**src/rtl/uart_pkg.sv**
```systemverilog
// rtl/uart_pkg.sv - shared UART types and default parameter constants
package uart_pkg;

  localparam int UART_DATA_WIDTH = 8;
  localparam int UART_BAUD_RATE  = 115200;
  localparam int UART_CLK_FREQ   = 200_000_000;

  typedef enum logic [2:0] {
    IDLE    = 3'd0,
    START   = 3'd1,
    DATA    = 3'd2,
    STOP    = 3'd3,
    RECOVER = 3'd4
  } uart_rx_state_t;

endpackage

```
**src/rtl/uart_sync.sv**
```systemverilog
// rtl/uart_sync.sv - multi-flop synchronizer for an asynchronous idle-high line
module uart_sync #(
  parameter int STAGES = 2
) (
  input  logic clk,
  input  logic rst,
  input  logic d,
  output logic q
);

  logic [STAGES-1:0] sync_q;
  logic [STAGES-1:0] sync_d;

  // shift the raw input one stage per clock
  always_comb begin
    sync_d[0] = d;
    for (int i = 1; i < STAGES; i++) begin
      sync_d[i] = sync_q[i-1];
    end
  end

  // stages reset to 1 so a reset never looks like a falling edge on an idle line
  always_ff @(posedge clk) begin
    if (rst) begin
      sync_q <= '1;
    end else begin
      sync_q <= sync_d;
    end
  end

  assign q = sync_q[STAGES-1];

endmodule

```
**src/rtl/uart_rx.sv**
```systemverilog
// rtl/uart_rx.sv - UART receiver with valid/ready word output and error pulses
module uart_rx
  import uart_pkg::*;
#(
  parameter int DATA_WIDTH = UART_DATA_WIDTH,
  parameter int BAUD_RATE  = UART_BAUD_RATE,
  parameter int CLK_FREQ   = UART_CLK_FREQ
) (
  input  logic                  clk,
  input  logic                  rst,
  input  logic                  sig,
  output logic [DATA_WIDTH-1:0] data,
  output logic                  valid,
  input  logic                  ready,
  output logic                  frame_err,
  output logic                  overrun
);

  localparam int PULSE_WIDTH      = CLK_FREQ / BAUD_RATE;
  localparam int HALF_PULSE_WIDTH = PULSE_WIDTH / 2;
  localparam int CNT_W            = $clog2(PULSE_WIDTH) + 1;
  localparam int BIT_W            = $clog2(DATA_WIDTH) + 1;

  localparam logic [CNT_W-1:0] CNT_FULL = CNT_W'(PULSE_WIDTH - 1);
  localparam logic [CNT_W-1:0] CNT_HALF = CNT_W'(HALF_PULSE_WIDTH - 1);
  localparam logic [BIT_W-1:0] BIT_LAST = BIT_W'(DATA_WIDTH - 1);

  logic sig_s;

  uart_sync #(.STAGES(2)) u_sync (
    .clk (clk),
    .rst (rst),
    .d   (sig),
    .q   (sig_s)
  );

  uart_rx_state_t        state_q,     state_d;
  logic [CNT_W-1:0]      clk_cnt_q,   clk_cnt_d;
  logic [BIT_W-1:0]      bit_cnt_q,   bit_cnt_d;
  logic [DATA_WIDTH-1:0] shreg_q,     shreg_d;
  logic [DATA_WIDTH-1:0] data_q,      data_d;
  logic                  valid_q,     valid_d;
  logic                  frame_err_q, frame_err_d;
  logic                  overrun_q,   overrun_d;
  logic                  sig_prev_q,  sig_prev_d;

  // next-state: frame sequencing, word delivery and consumer handshake
  always_comb begin
    state_d     = state_q;
    clk_cnt_d   = clk_cnt_q;
    bit_cnt_d   = bit_cnt_q;
    shreg_d     = shreg_q;
    data_d      = data_q;
    valid_d     = valid_q;
    frame_err_d = 1'b0;
    overrun_d   = 1'b0;
    sig_prev_d  = sig_s;

    // a handshake frees the output slot; a same-cycle delivery below refills it
    if (valid_q && ready) begin
      valid_d = 1'b0;
    end

    case (state_q)
      IDLE: begin
        if (sig_prev_q && !sig_s) begin
          state_d   = START;
          clk_cnt_d = CNT_HALF;
        end
      end
      START: begin
        if (clk_cnt_q == '0) begin
          if (!sig_s) begin
            state_d   = DATA;
            clk_cnt_d = CNT_FULL;
            bit_cnt_d = '0;
          end else begin
            state_d = IDLE;
          end
        end else begin
          clk_cnt_d = clk_cnt_q - CNT_W'(1);
        end
      end
      DATA: begin
        if (clk_cnt_q == '0) begin
          shreg_d   = {sig_s, shreg_q[DATA_WIDTH-1:1]};
          clk_cnt_d = CNT_FULL;
          if (bit_cnt_q == BIT_LAST) begin
            state_d = STOP;
          end else begin
            bit_cnt_d = bit_cnt_q + BIT_W'(1);
          end
        end else begin
          clk_cnt_d = clk_cnt_q - CNT_W'(1);
        end
      end
      STOP: begin
        if (clk_cnt_q == '0) begin
          if (sig_s) begin
            state_d = IDLE;
            if (!valid_q || ready) begin
              data_d  = shreg_q;
              valid_d = 1'b1;
            end else begin
              overrun_d = 1'b1;
            end
          end else begin
            frame_err_d = 1'b1;
            state_d     = RECOVER;
          end
        end else begin
          clk_cnt_d = clk_cnt_q - CNT_W'(1);
        end
      end
      RECOVER: begin
        // a line held low after a bad stop bit must not be read as a new start
        if (sig_s) begin
          state_d = IDLE;
        end
      end
      default: state_d = IDLE;
    endcase
  end

  // register all state and outputs
  always_ff @(posedge clk) begin
    if (rst) begin
      state_q     <= IDLE;
      clk_cnt_q   <= '0;
      bit_cnt_q   <= '0;
      shreg_q     <= '0;
      data_q      <= '0;
      valid_q     <= 1'b0;
      frame_err_q <= 1'b0;
      overrun_q   <= 1'b0;
      sig_prev_q  <= 1'b1;
    end else begin
      state_q     <= state_d;
      clk_cnt_q   <= clk_cnt_d;
      bit_cnt_q   <= bit_cnt_d;
      shreg_q     <= shreg_d;
      data_q      <= data_d;
      valid_q     <= valid_d;
      frame_err_q <= frame_err_d;
      overrun_q   <= overrun_d;
      sig_prev_q  <= sig_prev_d;
    end
  end

  assign data      = data_q;
  assign valid     = valid_q;
  assign frame_err = frame_err_q;
  assign overrun   = overrun_q;

endmodule
```
**config.mk**
```make
export PLATFORM = sky130hd
export DESIGN_NAME = uart_rx
export DESIGN_NICKNAME = d
export VERILOG_FILES = /design/src/rtl/uart_pkg.sv /design/src/rtl/uart_sync.sv /design/src/rtl/uart_rx.sv
export SDC_FILE = /design/constraint.sdc
export NUM_CORES = 1
export LEC_CHECK = 0
export CELL_PAD_IN_SITES_DETAIL_PLACEMENT = 1
export CELL_PAD_IN_SITES_GLOBAL_PLACEMENT = 1
export CORE_MARGIN = 2
export CORE_UTILIZATION = 37
export CTS_BUF_LIST = sky130_fd_sc_hd__clkbuf_8 sky130_fd_sc_hd__clkbuf_16
export CTS_CLUSTER_SIZE = 10
export DETAILED_ROUTE_END_ITERATION = 10
export PLACE_DENSITY = 0.68
export SYNTH_ARGS = -nofsm -noshare
export SYNTH_HDL_FRONTEND = slang
export SYNTH_SLANG_ARGS = --single-unit
```
**constraint.sdc**
```tcl
create_clock -name clk -period 2.64 [get_ports clk]
set_clock_uncertainty 0.05 [all_clocks]
set_input_delay 0.528 -clock clk [delete_from_list [all_inputs] [get_ports clk]]
set_output_delay 0.528 -clock clk [all_outputs]
set_load 0.01 [all_outputs]
```
==> impl_metrics.toml, run 1 <==
[pwr]
max-vdd-ir-drop_mv = 0.293
p_leak_uw = 0.000829
power.density_nw_per_um2 = 665

[route]
top_layer_used = "met4"
met3WireLength_um = 149
via_count = 1656
drt-met1-wl_mm = 2.45
avgRoutedWirePerCell_um = 16.4
wirelength_mm = 4.92
met2_length_mm = 2.25
antenna_left = 0
drc_errors = 0
drtIter0Drc = 114
first_pass_iters = 4
vias_per_cell = 5.52

[synthesis]
post-synth-top-area-cell = "dfxtp_1"
syn-num-nets = 225
synth.distinct_cells = 42
synth_cells = 218
netlist.area_leader.share_pct = 44.0
synth_area_leaders = "dfxtp_1, a21oi_1, mux2i_1"
synthTopCellsByCount = "dfxtp_1, a21oi_1, nor2_1"
yosysMostFrequentCell = "dfxtp_1"
ys_seq_area_share_pct = 44.0
avgSynthCellArea_sq_um = 8.55
ys_warn_count = 0
synth-edff-count = 0
synth_seq_cells = 41
synthFlopType = "dfxtp_1"
synthArstFlopShare_pct = 0
syn-cell-area_sq_um = 1860

[cts]
clock_sinks = 41
cts_hold_buf = 0
cts_root_buf = "clkbuf_8"
cts_buffer_depth = 2
cts_resized = 0
cts_tree = "done"
cts_buffers = 5
path_clk_slew_ns = 0.09
clk_latency_ns = 0.30
post_cts_buffers = 0
h-tree-depth = 2

[sta]
hold_ws_ns = 0.370
fin_ws_ns = 0.156
setup_violations = 0
worst_pin_slew_ns = 0.682
finalHoldViolCount = 0
slew_headroom_pct = 54.3
finalCritPeriodShare_pct = 94.1
rsz0062_at_grt = "false"
slew_violations = 0
period_needed_ns = 2.48
clock.fmax_mhz = 403
tns_ns = 0

[global_routing]
grt-ovfl-total = 0
grt_max_degree = 20
track_usage_pct = 19.6
grt_pass1_vias = 1678
antenna_found_initial = 0
grt_pass1_wl_mm = 8.26

[min_path]
holdCritPathClass = "flop to flop"
hold_depth = 1

[layout]
antenna_cells = 0
fin_nets = 239
syn2layout_area_growth_pct = 18.7
design_area_sq_um = 2210
drive_gt1_share_pct = 11.6

[critical_path]
cp-endpoint = "bit_cnt_q[0]"
critPathMaxStageDelay_ns = 0.70
cp.required_ns = 2.83
arrival_ns = 2.67
cpMostUsedCell = "or4_1"
reg2reg_slack_ns = 0.16
crit_path_end_kind = "flop"
critPathBufInv = 0
crit_fanout = 8
r2r_end = "bit_cnt_q[0]"
cp.depth = 5
cp_slowest_cell = "or4_1"
cp-start-kind = "flop"
crit_chain = "or4_1 -> or4_1 -> nor3_1 -> mux2i_1 -> nor2_1"
r2r_cells = 5
startpoint = "clk_cnt_q[5]"
timing.rr.start = "clk_cnt_q[5]"
path_delay_family = "simple AND/OR/NAND/NOR gates"
path_class = "flop to flop"

[die]
row_count = 25
coreArea_sq_um = 4790
pin_count = 15
start_util_pct = 39.0
fp.dieArea_sq_um = 5620
die_h_um = 75.0
die_w_um = 75.0

[place]
port_buffers = 14
place_area_sq_um = 2100
dp_hpwl_mm = 3.57
gp_congestion = 0.872
pre_cts_slack_ns = 0.186

[job]
max_cap_violations = 0

[outcome]
outcome = "completed"
cell type report:
cell class,count,area (sq um)
clock buffers,5,68.8
clock inverters,3,46.3
fillers,580,2570
inverters,6,22.5
multi-input cells,157,966
flip-flops and latches,41,821
well taps,67,83.8
repair buffers,21,205
metrics by stage:
stage | power [uW] | instances | utilization, %
after floorplan | 870 | 218 | -
after global placement | 950 | 292 | 43.8
after detailed placement | 960 | 292 | 43.8
after CTS | 1480 | 300 | 46.2
after global routing | 1550 | 300 | 46.2
final | 1470 | 300 | 46.2
registers in the layout, indices dropped and copies added (netlist names):
register and flops:
clk_cnt_q 12, data 8, shreg_q 8, bit_cnt_q 4
state_q 3, u_sync.sync_q 2, frame_err 1, overrun 1
sig_prev_q 1, valid 1
worst min-delay path by stage:
stage	from	endpoint	slack (ns)
2_1_floorplan	u_sync.sync_q[0]	u_sync.sync_q[1]	0.34
3_3_place_gp	u_sync.sync_q[0]	u_sync.sync_q[1]	0.35
3_5_place_dp	u_sync.sync_q[0]	u_sync.sync_q[1]	0.35
4_1_cts	u_sync.sync_q[0]	u_sync.sync_q[1]	0.38
5_1_grt	u_sync.sync_q[0]	u_sync.sync_q[1]	0.40
6_report	u_sync.sync_q[0]	u_sync.sync_q[1]	0.37
metal layers:
layer  GRT usage (%)  vias to the layer above
met4            6.75                        0
met2            29.5                       39
met1            27.8                      794
li1                -                      816
met5               0                        -
met3            4.02                        7
worst register-to-register path: stages (launching register included):
cell     delay, ns
dfxtp_1       0.35
or4_1         0.69
or4_1         0.70
nor3_1        0.38
mux2i_1       0.15
nor2_1        0.12
logic make-up (layout without fill, tap and decap cells):
family / count (synthesis) / count (layout) / share of synthesized area, %
AO/OA/AOI/OAI: 55 / 55 / 18.9
XOR/XNOR: 1 / 1 / 0.470
adder cells (fa/ha/maj): 3 / 3 / 2.01
buffers and inverters: 20 / 35 / 4.16
flip-flops: 41 / 41 / 44.0
multiplexers: 9 / 9 / 4.83
AND/OR/NAND/NOR: 89 / 89 / 25.6
power breakdown:
group	switching, uW	internal, uW	total, uW
Combinational	177	107	283
Clock	240	283	523
Sequential	26.6	640	666
Total	443	1030	1470
cell usage in the layout (no fill, tap or decap), types with 2 or more instances in the layout:
cell type,instances
a31oi_1,3
dfxtp_1,41
nor3_1,9
or3_1,2
o21a_1,5
nand3_1,11
o31ai_1,2
a221oi_1,2
or4_1,5
clkbuf_8,5
or2_2,5
inv_1,6
o21ai_0,8
a2111oi_0,2
nor2_1,21
ha_1,3
nand2b_1,3
nand2_1,18
nor4_1,2
mux2i_1,9
o221a_2,2
a21oi_1,23
clkdlybuf4s50_1,14
nand3b_1,4
buf_4,6
Note: power is estimated with default switching activity, not from simulation.
==> run 2, diff against run 1 <==
- CORE_MARGIN: 2 -> 5
- CTS_CLUSTER_DIAMETER: default -> 120
- SYNTH_HIERARCHICAL: default -> 1
==> run 2 against run 1 <==
Effect of this change:
- utilization fell by 1.7 points
- combinational power fell by 20%
- synthesized area rose by 1.7%
- die area rose by 18%
- via count fell by 0.60%
- fmax rose by 7.3%
- critical path type unchanged
- critical endpoint unchanged
- largest cell class unchanged
==> impl_metrics.toml, run 2 <==
[outcome]
outcome = "completed"

[cts]
post_cts_buffers = 0
clk_latency_ns = 0.29
cts_tree = "done"
cts_root_buf = "clkbuf_8"
cts_buffers = 5
cts_buffer_depth = 2
path_clk_slew_ns = 0.08
clock_sinks = 41
cts_resized = 0
cts_hold_buf = 0
h-tree-depth = 2

[synthesis]
yosysMostFrequentCell = "dfxtp_1"
netlist.area_leader.share_pct = 43.3
synthFlopType = "dfxtp_1"
synth.distinct_cells = 49
avgSynthCellArea_sq_um = 8.94
post-synth-top-area-cell = "dfxtp_1"
synth-edff-count = 0
ys_seq_area_share_pct = 43.3
synth_cells = 212
synth_area_leaders = "dfxtp_1, mux2i_1, nor2_1"
synthTopCellsByCount = "dfxtp_1, nor2_1, a21oi_1, mux2i_1, nand2_1"
syn-cell-area_sq_um = 1900
ys_warn_count = 6
synthArstFlopShare_pct = 0
synth_seq_cells = 41
syn-num-nets = 219

[critical_path]
cp.required_ns = 2.82
crit_path_end_kind = "flop"
path_class = "flop to flop"
crit_fanout = 8
arrival_ns = 2.49
cp-start-kind = "flop"

[sta]
finalCritPeriodShare_pct = 87.7
clock.fmax_mhz = 432
slew_headroom_pct = 62.7
tns_ns = 0
rsz0062_at_grt = "false"
period_needed_ns = 2.31
finalHoldViolCount = 0
setup_violations = 0
slew_violations = 0
worst_pin_slew_ns = 0.557

[global_routing]
grt_max_degree = 27
antenna_found_initial = 0
track_usage_pct = 15.5
grt-ovfl-total = 0
grt_pass1_vias = 1710
grt_pass1_wl_mm = 7.98

[place]
dp.cells = 293
gp_congestion = 0.823
port_buffers = 14
dp_hpwl_mm = 3.28

[layout]
final_cell_mix = "dfxtp_1, nor2_1, a21oi_1, mux2i_1, clkdlybuf4s50_1"
fin_nets = 237
antenna_cells = 0
fin_cells = 300
largest_reg_flops = 12
drive_gt1_share_pct = 12.2
syn2layout_area_growth_pct = 18.6
largest-register = "clk_cnt_q"
final_common_cell = "dfxtp_1"

[pwr]
p_leak_uw = 0.000776
p_total_uw = 1380
power.density_nw_per_um2 = 614
max-vdd-ir-drop_mv = 0.379

[route]
antenna_left = 0
avgRoutedWirePerCell_um = 15.4
first_pass_iters = 4
vias_per_cell = 5.49
via_count = 1646
drc_errors = 0
wirelength_mm = 4.62
drtIter0Drc = 107

[die]
coreArea_sq_um = 5040
die_w_um = 81.6
row_count = 26
fp.dieArea_sq_um = 6650
pin_count = 15
die_h_um = 81.6
start_util_pct = 37.6

[job]
max_cap_violations = 0

[min_path]
holdCritPathClass = "flop to flop"
-- run 2: changes by cell type in the layout (fill, tap and decap cells not counted), sizes merged, moves of 3 or more --
cell,delta
nand3,-7
nand2,-6
a21oi,-7
or4,-3
mux2i,+7
nand3b,-4
o21ai,-4
nor2,+6
and2,+3
nand4,+4
-- run 2: final timing paths --
check | slack (ns) | start | to | depth (start not counted)
hold / removal | 0.36 | u_sync/sync_q[0] | u_sync/sync_q[1] | 1
setup reg to reg | 0.33 | clk_cnt_q[1] | bit_cnt_q[0] | 7
hold reg to reg | 0.36 | u_sync/sync_q[0] | u_sync/sync_q[1] | 1
setup / recovery | 0.33 | clk_cnt_q[1] | bit_cnt_q[0] | 7
-- run 2: logic make-up (layout without fill, tap and decap cells) --
logic type / count (synthesis) / count (layout) / synth area share [%]
AO/OA/AOI/OAI: 52 / 52 / 19.1
XOR/XNOR: 1 / 1 / 0.462
adder cells (fa/ha/maj): 3 / 3 / 1.98
buffers and inverters: 17 / 35 / 3.56
flip-flops: 41 / 41 / 43.3
multiplexers: 16 / 16 / 8.45
AND/OR/NAND/NOR: 82 / 82 / 23.1
-- run 2: cell type report --
cell class / instances / area (sq um)
Clock buffer: 5 / 68.8
Inverter: 6 / 22.5
Clock inverter: 2 / 35.0
Tap cell: 70 / 87.6
Multi-Input combinational cell: 154 / 1010
Timing Repair Buffer: 22 / 200
Sequential cell: 41 / 821
Fill cell: 604 / 2790
-- run 2: critical path, cell delays in order (launching register included) --
cell	delay, ns
dfxtp_1	0.32
inv_1	0.10
ha_1	0.15
nor3b_1	0.33
nand2_2	0.19
or4_4	0.54
or4_1	0.41
a21oi_1	0.15
-- run 2: where the power goes --
group	internal [uW]	switching [uW]
logic	81.7	144
clock network	275	214
registers	637	27.6
-- run 2: per-layer routing --
metal,share of wire [%],up-vias,global-route usage (%)
met3,4.0,6,4.28
met2,45,27,25.0
met5,0,-,0
met4,1.3,0,4.98
li1,-,813,-
met1,50,800,20.0
-- run 2: through the flow --
step	util (%)	setup slack, ns	hold slack [ns]	area, sq um
2_1_floorplan	-	0.519	0.333	1900
3_3_place_gp	42.5	0.403	0.343	2140
3_5_place_dp	42.5	0.348	0.342	2140
4_1_cts	44.6	0.314	0.362	2250
5_1_grt	44.6	0.153	0.392	2250
6_report	44.6	0.325	0.360	2250
